===== src/rtl/xcache_ctrl_assoc.sv =====
// rtl/xcache_ctrl_assoc.sv - WAYS-way cache controller FSM: lookup, writeback, pipelined line fill, write-merge
module xcache_ctrl_assoc #(
    parameter int WAYS    = 2,
    parameter int WORDS   = 4,
    parameter int MEM_LAT = 4
) (
    input  logic                     clk,
    input  logic                     rst,
    input  logic                     req_rd,
    input  logic                     req_wr,
    input  logic [WAYS-1:0]          hit,
    input  logic [WAYS-1:0]          valid,
    input  logic [WAYS-1:0]          dirty,
    input  logic                     cache_err,
    input  logic                     mem_err,
    input  logic                     mem_stall,
    output logic                     comp,
    output logic                     cache_wr,
    output logic [WAYS-1:0]          way_sel,
    output logic [$clog2(WORDS)-1:0] word_sel,
    output logic                     mem_rd,
    output logic                     mem_wr,
    output logic [$clog2(WORDS)-1:0] mem_word,
    output logic                     stall,
    output logic                     done,
    output logic                     hit_out,
    output logic                     err
);
    localparam int WW = $clog2(WORDS);
    localparam int PW = (WAYS > 1) ? $clog2(WAYS) : 1;
    localparam logic [WW-1:0] LAST = WW'(WORDS - 1);

    typedef enum logic [2:0] {IDLE, HIT, WB, FILL, MERGE, DONE, ERR} state_t;

    state_t              state;
    logic                is_wr;
    logic [WAYS-1:0]     hit_way;
    logic [WAYS-1:0]     victim;
    logic [PW-1:0]       victim_ptr;
    logic [WW-1:0]       wb_cnt;
    logic [WW-1:0]       rd_cnt;
    logic [WW-1:0]       ret_cnt;
    logic                rd_all;
    logic [MEM_LAT-1:0]  pipe;

    logic [WAYS-1:0]     hv;
    logic [WAYS-1:0]     hit_oh;
    logic [WAYS-1:0]     inv_oh;
    logic [WAYS-1:0]     vic_oh;
    logic                vic_dirty;
    logic                issue;
    logic                install;
    logic                fault;

    // Downward scans so the lowest-index way wins both the hit and invalid-victim choice.
    always_comb begin
        hv     = hit & valid;
        hit_oh = '0;
        inv_oh = '0;
        for (int i = WAYS - 1; i >= 0; i--) begin
            if (hv[i])
                hit_oh = WAYS'(1) << i;
            if (!valid[i])
                inv_oh = WAYS'(1) << i;
        end
        vic_oh    = (inv_oh != '0) ? inv_oh : (WAYS'(1) << victim_ptr);
        vic_dirty = |(vic_oh & valid & dirty);
    end

    assign issue   = (state == FILL) && !rd_all && !mem_stall;
    assign install = pipe[MEM_LAT-1];
    assign fault   = cache_err | mem_err;

    always_ff @(posedge clk or negedge rst) begin
        if (!rst) begin
            state      <= IDLE;
            is_wr      <= 1'b0;
            hit_way    <= '0;
            victim     <= '0;
            victim_ptr <= '0;
            wb_cnt     <= '0;
            rd_cnt     <= '0;
            ret_cnt    <= '0;
            rd_all     <= 1'b0;
            pipe       <= '0;
        end else begin
            pipe <= (pipe << 1) | MEM_LAT'(issue);
            case (state)
                IDLE: begin
                    if (req_rd || req_wr) begin
                        is_wr <= req_wr;
                        if (req_rd && req_wr) begin
                            state <= ERR;
                        end else if (hv != '0) begin
                            hit_way <= hit_oh;
                            state   <= HIT;
                        end else begin
                            victim <= vic_oh;
                            state  <= vic_dirty ? WB : FILL;
                        end
                    end
                end
                HIT: state <= IDLE;
                WB: begin
                    if (!mem_stall) begin
                        wb_cnt <= wb_cnt + 1'b1;
                        if (wb_cnt == LAST)
                            state <= FILL;
                    end
                end
                FILL: begin
                    if (issue) begin
                        rd_cnt <= rd_cnt + 1'b1;
                        if (rd_cnt == LAST)
                            rd_all <= 1'b1;
                    end
                    if (install) begin
                        ret_cnt <= ret_cnt + 1'b1;
                        if (ret_cnt == LAST) begin
                            rd_all     <= 1'b0;
                            victim_ptr <= (victim_ptr == PW'(WAYS - 1)) ? '0 : victim_ptr + 1'b1;
                            state      <= is_wr ? MERGE : DONE;
                        end
                    end
                end
                MERGE:   state <= DONE;
                default: state <= IDLE;
            endcase
            // Errors abort the operation: drop in-flight returns so nothing installs afterwards.
            if (fault && (state == HIT || state == WB || state == FILL || state == MERGE)) begin
                state   <= ERR;
                pipe    <= '0;
                wb_cnt  <= '0;
                rd_cnt  <= '0;
                ret_cnt <= '0;
                rd_all  <= 1'b0;
            end
        end
    end

    always_comb begin
        comp     = 1'b0;
        cache_wr = 1'b0;
        way_sel  = '0;
        word_sel = '0;
        mem_rd   = 1'b0;
        mem_wr   = 1'b0;
        mem_word = '0;
        stall    = 1'b0;
        done     = 1'b0;
        hit_out  = 1'b0;
        err      = 1'b0;
        if (rst) begin
            case (state)
                IDLE: begin
                    comp  = req_rd | req_wr;
                    stall = (req_rd | req_wr) && ((req_rd && req_wr) || (hv == '0));
                end
                HIT: begin
                    done     = 1'b1;
                    hit_out  = 1'b1;
                    way_sel  = hit_way;
                    comp     = is_wr;
                    cache_wr = is_wr;
                end
                WB: begin
                    stall    = 1'b1;
                    way_sel  = victim;
                    word_sel = wb_cnt;
                    mem_word = wb_cnt;
                    mem_wr   = !mem_stall;
                end
                FILL: begin
                    stall    = 1'b1;
                    way_sel  = victim;
                    mem_rd   = issue;
                    mem_word = rd_cnt;
                    cache_wr = install;
                    word_sel = ret_cnt;
                end
                MERGE: begin
                    stall    = 1'b1;
                    comp     = 1'b1;
                    cache_wr = 1'b1;
                    way_sel  = victim;
                end
                DONE: done = 1'b1;
                ERR: begin
                    done = 1'b1;
                    err  = 1'b1;
                end
                default: ;
            endcase
        end
    end
endmodule


===== config.mk =====
export PLATFORM = sky130hd
export DESIGN_NAME = xcache_ctrl_assoc
export DESIGN_NICKNAME = d
export VERILOG_FILES = /design/src/rtl/xcache_ctrl_assoc.sv
export SDC_FILE = /design/constraint.sdc
export NUM_CORES = 1
export LEC_CHECK = 0
export CAP_MARGIN = 15
export CORE_MARGIN = 3
export CORE_UTILIZATION = 40
export CTS_CLUSTER_SIZE = 8
export DETAILED_ROUTE_END_ITERATION = 8
export PLACE_DENSITY = 0.65
export SLEW_MARGIN = 20
export SYNTH_ARGS = -nofsm -noshare
export SYNTH_HDL_FRONTEND = slang
export SYNTH_SLANG_ARGS = --single-unit

===== constraint.sdc =====
create_clock -name clk -period 1.85 [get_ports clk]
set_input_delay 0.37 -clock clk [delete_from_list [all_inputs] [get_ports clk]]
set_output_delay 0.37 -clock clk [all_outputs]
set_load 0.05 [all_outputs]

==> flow_summary.json, run 1 <==
{
  "num_antenna_cells": 0,
  "die_h_um": 62.85,
  "r2r-start": "state[1]$_DFFE_PN0P_",
  "synthArstFlopShare_pct": 100.0,
  "end_kind": "primary output",
  "post-route-drc-count": 0,
  "hold_slack_ns": 0.2741,
  "coreArea_um2": 3078,
  "cap_viol_max_count": 0,
  "max_slew.worst_pin.slew_ns": 0.3847,
  "maxSlewViolCount": 0,
  "setup_ws_ns": -0.1689,
  "viasPerCell": 5.387,
  "min_period_ns": 2.019,
  "fp.dieW_um": 62.85,
  "wl_per_cell_um": 15.65,
  "yosysSeqAreaShare_pct": 38.72,
  "crit_path_max_fanout": 6,
  "startpoint_type": "register",
  "clock_latency_ns": 0.31,
  "first_pass_iters": 4,
  "cp.required_ns": 1.48,
  "ys_warn_count": 0,
  "ys_ff_latch": 20,
  "fmax_mhz": 495.3,
  "path_cells": "nand3b_1, or3_4, nor2_4, buf_12",
  "crit_arrival_ns": 1.65,
  "cts_root_buf": "clkbuf_4",
  "area.growth.synth_to_final_pct": 73.67,
  "filler_cell_count": 222,
  "ant_nets": 0,
  "violations": "negative setup slack",
  "synthSimpleGateAreaFrac_pct": 26.23,
  "syn-num-nets": 167,
  "clockBufferDepth": 2,
  "antenna_found_initial": 0,
  "synth_xor_area_share_pct": 2.711,
  "status": "finished, violations left",
  "placement.io_buffers": 26,
  "synthAdderAreaFrac_pct": 4.840,
  "grt_overflow": 0,
  "finalSetupViolations": 13,
  "initial_utilization_pct": 41.99,
  "grt_max_degree": 14,
  "ff2ff_setup_slack_ns": 0.06,
  "max_stage_delay_ns": 0.48,
  "dieArea_um2": 3949,
  "ir_drop_uv": 573.7,
  "ys_types": 41,
  "netlist_area_um2": 1292,
  "final_hold_viol_count": 0,
  "synthMuxAreaShare_pct": 5.615,
  "track_usage_pct": 20.19,
  "synth_cells": 149,
  "cts_hold_buf": 0,
  "cp_num_buf_inv": 1,
  "drtIter0Drc": 45,
  "rsz0062_at_grt": "true",
  "crit_type": "register to primary output",
  "io_pins": 27,
  "routabilityCongestion": 0.8175,
  "crit_slowest_cell": "dfrtp_2",
  "p_leak_nw": 0.9922,
  "routed_wl_um": 3880,
  "finalCritPeriodShare_pct": 109.1,
  "clock_skew_ns": 0.01934,
  "synth_edf_count": 0,
  "cts_sinks": 20,
  "ys.flop_type": "dfrtp_1",
  "rows": 20,
  "cts_made_buffers": 3,
  "worstRegToRegCells": 4,
  "grt_pass1_wl_um": 6458,
  "p_per_area_nw_per_um2": 1277,
  "synth_top_family_by_area": "simple AND/OR/NAND/NOR gates",
  "path_clk_slew_ns": 0.13,
  "fin_setup_tns_ns": -0.9422,
  "seq_area_um2": 504.2,
  "path_delay_family": "simple AND/OR/NAND/NOR gates",
  "drive_gt1_share_pct": 45.59,
  "vias": 1336,
  "hold_path_class": "input pin to async pin",
  "synth-compound-area-share_pct": 16.07,
  "slew_headroom_pct": 74.15,
  "cts_tree": "built",
  "syn-mean-instance-area_um2": 8.674,
  "layout.nets": 223,
  "multi_input_area_um2": 948.4,
  "dp_hpwl_um": 2586,
  "grt_pass1_vias": 1395,
  "cts_max_level": 1,
  "regToRegEndpoint": "victim[0]$_DFFE_PN0P_"
}
flip-flops by register name, summed over array words and instances, names as in the netlist:
signal      count
pipe            4
state           3
hit_way         2
rd_cnt          2
ret_cnt         2
victim          2
wb_cnt          2
is_wr           1
rd_all          1
victim_ptr      1
per-stage QoR:
stage	setup slack [ns]	power [mW]	instance area [µm²]	std cells	utilization [%]
after global routing	-0.2534	3.018	2245	248	72.93
after CTS	-0.1450	2.709	2166	246	70.37
after floorplan	-0.1705	1.464	1328	149	-
after global placement	-0.2523	1.963	1892	232	61.46
final	-0.1689	2.866	2245	248	72.93
after detailed placement	-0.3057	2.005	1892	232	61.46
synth_stat cells, drive strengths merged (2+ instances only):
cell type	count	area (µm²)
o22ai	2	12.51
nor2	20	75.07
mux2	2	22.52
nand2b	6	37.54
nor2b	6	37.54
mux2i	5	50.05
ha	5	62.56
dfrtp	20	500.5
a21oi	10	50.05
buf	2	22.52
nand3	2	10.01
and3	2	17.52
xor2	3	26.28
nand4	2	12.51
or3	2	17.52
nand2	13	48.80
nor3	6	35.03
a22oi	2	15.01
and2	2	12.51
a31oi	2	12.51
clkbuf	5	18.77
inv	9	33.78
o21ai	7	35.03
where the power goes:
part           internal (mW)  switching (mW)
Sequential             0.541           0.132
Clock                  0.219           0.144
Combinational          0.882           0.947
worst max-delay path by stage:
stage / slack [ns] / startpoint / endpoint / cells after the start
global route: -0.25 / state[2]$_DFFE_PN0P_ / mem_rd / 4
finish: -0.17 / state[2]$_DFFE_PN0P_ / mem_rd / 4
global placement: -0.25 / req_rd / stall / 7
floorplan: -0.17 / state[0]$_DFFE_PN0P_ / word_sel[0] / 4
detailed placement: -0.31 / req_rd / stall / 7
CTS: -0.14 / state[2]$_DFFE_PN0P_ / mem_rd / 4
kinds of logic (layout without fill, tap and decap cells):
kind of cell               Yosys count  after routing
xor gates and xnor gates             4              4
DFF                                 20             20
buffers and inverters               16             71
adders and majority gates            5              5
muxes                                7              7
and+or+nand+nor                     64             64
AOI/OAI and AO/OA                   33             33
cells in the final DEF (no fill, tap or decap), types with 2 or more instances in the layout:
cell type and n:
ha_1 3, nand3_1 2, dfrtp_2 3, a22oi_1 2
nor2_2 3, clkdlybuf4s15_1 2, nor2b_1 3, buf_6 4
a21oi_1 3, nand2_4 2, clkbuf_4 3, nand2_1 10
or3_4 2, nand4_1 2, nand2b_4 4, nor2b_4 3
and2_4 2, dlygate4sd2_1 4, o21ai_0 6, a31oi_1 2
mux2i_1 4, nor3_2 2, a21oi_4 4, buf_4 27
dfrtp_1 17, nor2_1 14, clkdlybuf4s50_1 5, nor2_4 3
o22ai_1 2, a21oi_2 3, inv_1 8, nor3_1 3
nand2b_1 2, xor2_1 3, buf_12 14
cell type report:
| class | count | share of cell area (%) |
|---|---|---|
| clock buffers | 3 | 1.003 |
| clock inverters | 1 | 1.338 |
| inverters | 9 | 1.505 |
| multi-input cells | 113 | 42.25 |
| flip-flops and latches | 20 | 22.46 |
| well taps | 44 | 2.453 |
| repair buffers | 58 | 28.99 |
per-layer routing:
| metal | global-route usage, % | up-vias | routed length (µm) |
|---|---|---|---|
| met5 | 0 | - | 0 |
| met4 | 7.438 | 0 | 108 |
| met3 | 4.856 | 12 | 202 |
| met2 | 34.35 | 44 | 1941 |
| met1 | 24.64 | 654 | 1628 |
| li1 | - | 626 | - |
repair_timing:
item | 4_1_cts | 5_1_grt
setup endpoints to repair | 14 | 14
gates cloned | 0 | 0
setup buffers | 10 | 2
resized for setup | 44 | 15
pin swaps | 14 | 8
Power figures use the tool's default switching activity.
==> run 2: changes to the inputs <==
- ABC_CLOCK_PERIOD_IN_PS: default -> 1850
==> results of run 2 <==
Final layout, timing and power as in run 1 (identical DEF).
==> run 3: changes to the inputs <==
- ABC_AREA: default -> 1
- PLACE_DENSITY: 0.65 -> default
- PLACE_DENSITY_LB_ADDON: default -> 0.05
==> flow_summary.json, run 3 <==
{
  "fin_setup_tns_ns": -0.6666,
  "synth_top_area_cell": "dfrtp_1",
  "min_period_ns": 1.960,
  "placement.io_buffers": 26,
  "hold_path_class": "register to register",
  "track_usage_pct": 19.95,
  "cp.required_ns": 1.48,
  "comb_power_share_pct": 63.8,
  "maxSlewViolCount": 0,
  "ys_warn_count": 0,
  "syn-mean-instance-area_um2": 7.069,
  "initial_utilization_pct": 43.50,
  "startpoint_type": "register",
  "grt_max_degree": 13,
  "seqPwrFrac_pct": 24.1,
  "final_cell_mix": "nand2_1 (44), buf_4 (29), inv_1 (20)",
  "grt_pass1_wl_um": 5623,
  "vias": 1340,
  "cap_viol_max_count": 0,
  "final_hold_viol_count": 0,
  "wl_met2_um": 1886,
  "power_mw": 2.946,
  "yosysSeqAreaShare_pct": 40.00,
  "finalCritPeriodShare_pct": 106.0,
  "layout.nets": 255,
  "synth.most_common_cell": "nand2_1",
  "io_pins": 27,
  "cts_tree": "built",
  "finalSetupViolations": 10,
  "ys_types": 22,
  "p_leak_nw": 1.079,
  "cts_hold_buf": 0,
  "swShare_pct": 45.83,
  "p_per_area_nw_per_um2": 1379,
  "p_clk_share_pct": 12.2,
  "dr_wl_met3_um": 162,
  "p_switching_mw": 1.350,
  "dp_hpwl_um": 2500,
  "cts_root_buf": "clkbuf_4",
  "setup_ws_ns": -0.1102,
  "ir_drop_uv": 792.8,
  "drive_gt1_share_pct": 40.68,
  "rows": 19,
  "wl_met1_um": 1505,
  "clock_skew_ns": 0.003582,
  "top_register": "pipe",
  "synth_top_area_share_pct": 40.00,
  "crit_arrival_ns": 1.59,
  "routabilityCongestion": 0.8812,
  "mostFrequentLayoutCell": "nand2_1",
  "fin_area_um2": 2137,
  "filler_cell_count": 195,
  "status": "finished, violations left",
  "grt_pass1_vias": 1319,
  "cts_made_buffers": 3,
  "clock_latency_ns": 0.30,
  "violations": "negative setup slack",
  "post-route-drc-count": 0,
  "wl_per_cell_um": 12.98,
  "die_h_um": 61.93,
  "largest_reg_flops": 4,
  "ys_top_cells_by_count": "nand2_1 (51), inv_1 (29), nor2_1 (23), dfrtp_1 (20)",
  "syn-num-nets": 195,
  "clockBufferDepth": 2,
  "crit_path_max_fanout": 5,
  "end_kind": "primary output",
  "slew_headroom_pct": 85.42,
  "num_antenna_cells": 0,
  "synth_edf_count": 0,
  "first_pass_iters": 6,
  "hold_slack_ns": 0.4544,
  "synthArstFlopShare_pct": 100.0,
  "antenna_found_initial": 0,
  "crit_type": "register to primary output",
  "place_area_um2": 1838,
  "ys_ff_latch": 20,
  "ys.flop_type": "dfrtp_1",
  "routed.top_layer": "met4",
  "ant_nets": 0,
  "fmax_mhz": 510.2,
  "top_regs": "pipe x4, state x3",
  "fp.dieW_um": 61.93,
  "path_clk_slew_ns": 0.12,
  "netlist_area_um2": 1251,
  "ys_top_cells_by_area": "dfrtp_1 (40%), nand2_1 (15%), inv_1 (8.7%), nor2_1 (6.9%), ha_1 (5.0%)",
  "viasPerCell": 4.820,
  "drtIter0Drc": 86,
  "cts_max_level": 1,
  "cts_sinks": 20,
  "area.growth.synth_to_final_pct": 70.80,
  "routed_wl_um": 3609,
  "grt_overflow": 0,
  "coreArea_um2": 2877,
  "rsz0062_at_grt": "true",
  "max_slew.worst_pin.slew_ns": 0.2164,
  "dieArea_um2": 3835,
  "synth_cells": 177,
  "internal_power_mw": 1.596
}
[run 3: cell types whose count changed in the layout (fill, tap and decap cells not counted), moves of 4 or more]
cell / before / now
nand2_1: 10 / 44
mux2i_1: 4 / 0
inv_1: 8 / 20
nor2_1: 14 / 10
a21oi_4: 4 / 0
clkdlybuf4s50_1: 5 / 10
a21oi_1: 3 / 9
nor2_4: 3 / 9
inv_2: 1 / 9
nand3_1: 2 / 9
nand2b_4: 4 / 0
[run 3: power by group through the flow]
stage	sequential [mW]	combinational (mW)	clock (mW)
global route	0.721	2.03	0.378
floorplan	0.655	0.871	0
detailed placement	0.685	1.40	0
CTS	0.680	1.60	0.360
global placement	0.679	1.38	0
finish	0.710	1.88	0.358
[run 3: kinds of logic after synthesis]
family / after synthesis / synth area share, %
flip-flops: 20 / 40.00
AO/OA/AOI/OAI: 25 / 10.80
adder cells (fa/ha/maj): 5 / 5.000
buffers and inverters: 33 / 10.50
XOR/XNOR: 2 / 1.400
AND/OR/NAND/NOR: 92 / 32.30
[run 3: critical path, cell delays in order (launching register included)]
cell       delay (ns)
dfrtp_2          0.46
nand2_2          0.11
nor2_4           0.15
buf_4            0.14
a21oi_1          0.06
nor2_1           0.17
clkbuf_16        0.19
[run 3: timing repair]
item,in CTS,in global routing
buffers inserted,7,5
pin swaps,11,8
setup endpoints to repair,13,14
gates resized for setup,32,24
[run 3: metal layers]
metal,vias up,global-route usage (%)
met1,626,23.78
met5,-,0
met3,6,3.719
met2,36,35.72
li1,672,-
met4,0,6.970
[run 3: path summary, 6_finish.rpt]
| check | from | end | slack (ns) | cells past startpoint |
|---|---|---|---|---|
| worst max-delay path | state[1]$_DFFE_PN0P_ | word_sel[0] | -0.11 | 6 |
| worst min-delay path | pipe[0]$_DFF_PN0_ | pipe[1]$_DFF_PN0_ | 0.45 | 2 |
| worst max register to register | state[1]$_DFFE_PN0P_ | state[1]$_DFFE_PN0P_ | 0.30 | 6 |
| worst min register to register | pipe[0]$_DFF_PN0_ | pipe[1]$_DFF_PN0_ | 0.45 | 2 |
| max in group asynchronous | rst | state[0]$_DFFE_PN0P_ | 1.05 | 4 |
| min in group asynchronous | rst | victim[0]$_DFFE_PN0P_ | 0.53 | 3 |
[run 3: metrics by stage]
stage / utilization, % / cells / setup slack [ns]
final: 74.29 / 278 / -0.1102
after global routing: 74.29 / 278 / -0.1776
after CTS: 69.90 / 273 / -0.08939
after detailed placement: 63.90 / 262 / -0.1810
after global placement: 63.90 / 262 / -0.1346
after floorplan: - / 177 / 0.01706
[run 3: area by class of cell]
class                           count  area [µm²]  area share, %
Clock buffer                        3       22.52          1.054
Clock inverter                      1       30.03          1.405
Inverter                           32       127.6          5.972
Multi-Input combinational cell    124       768.2          35.95
Sequential cell                    20       504.2          23.59
Tap cell                           42       52.55          2.459
Timing Repair Buffer               56       631.9          29.57
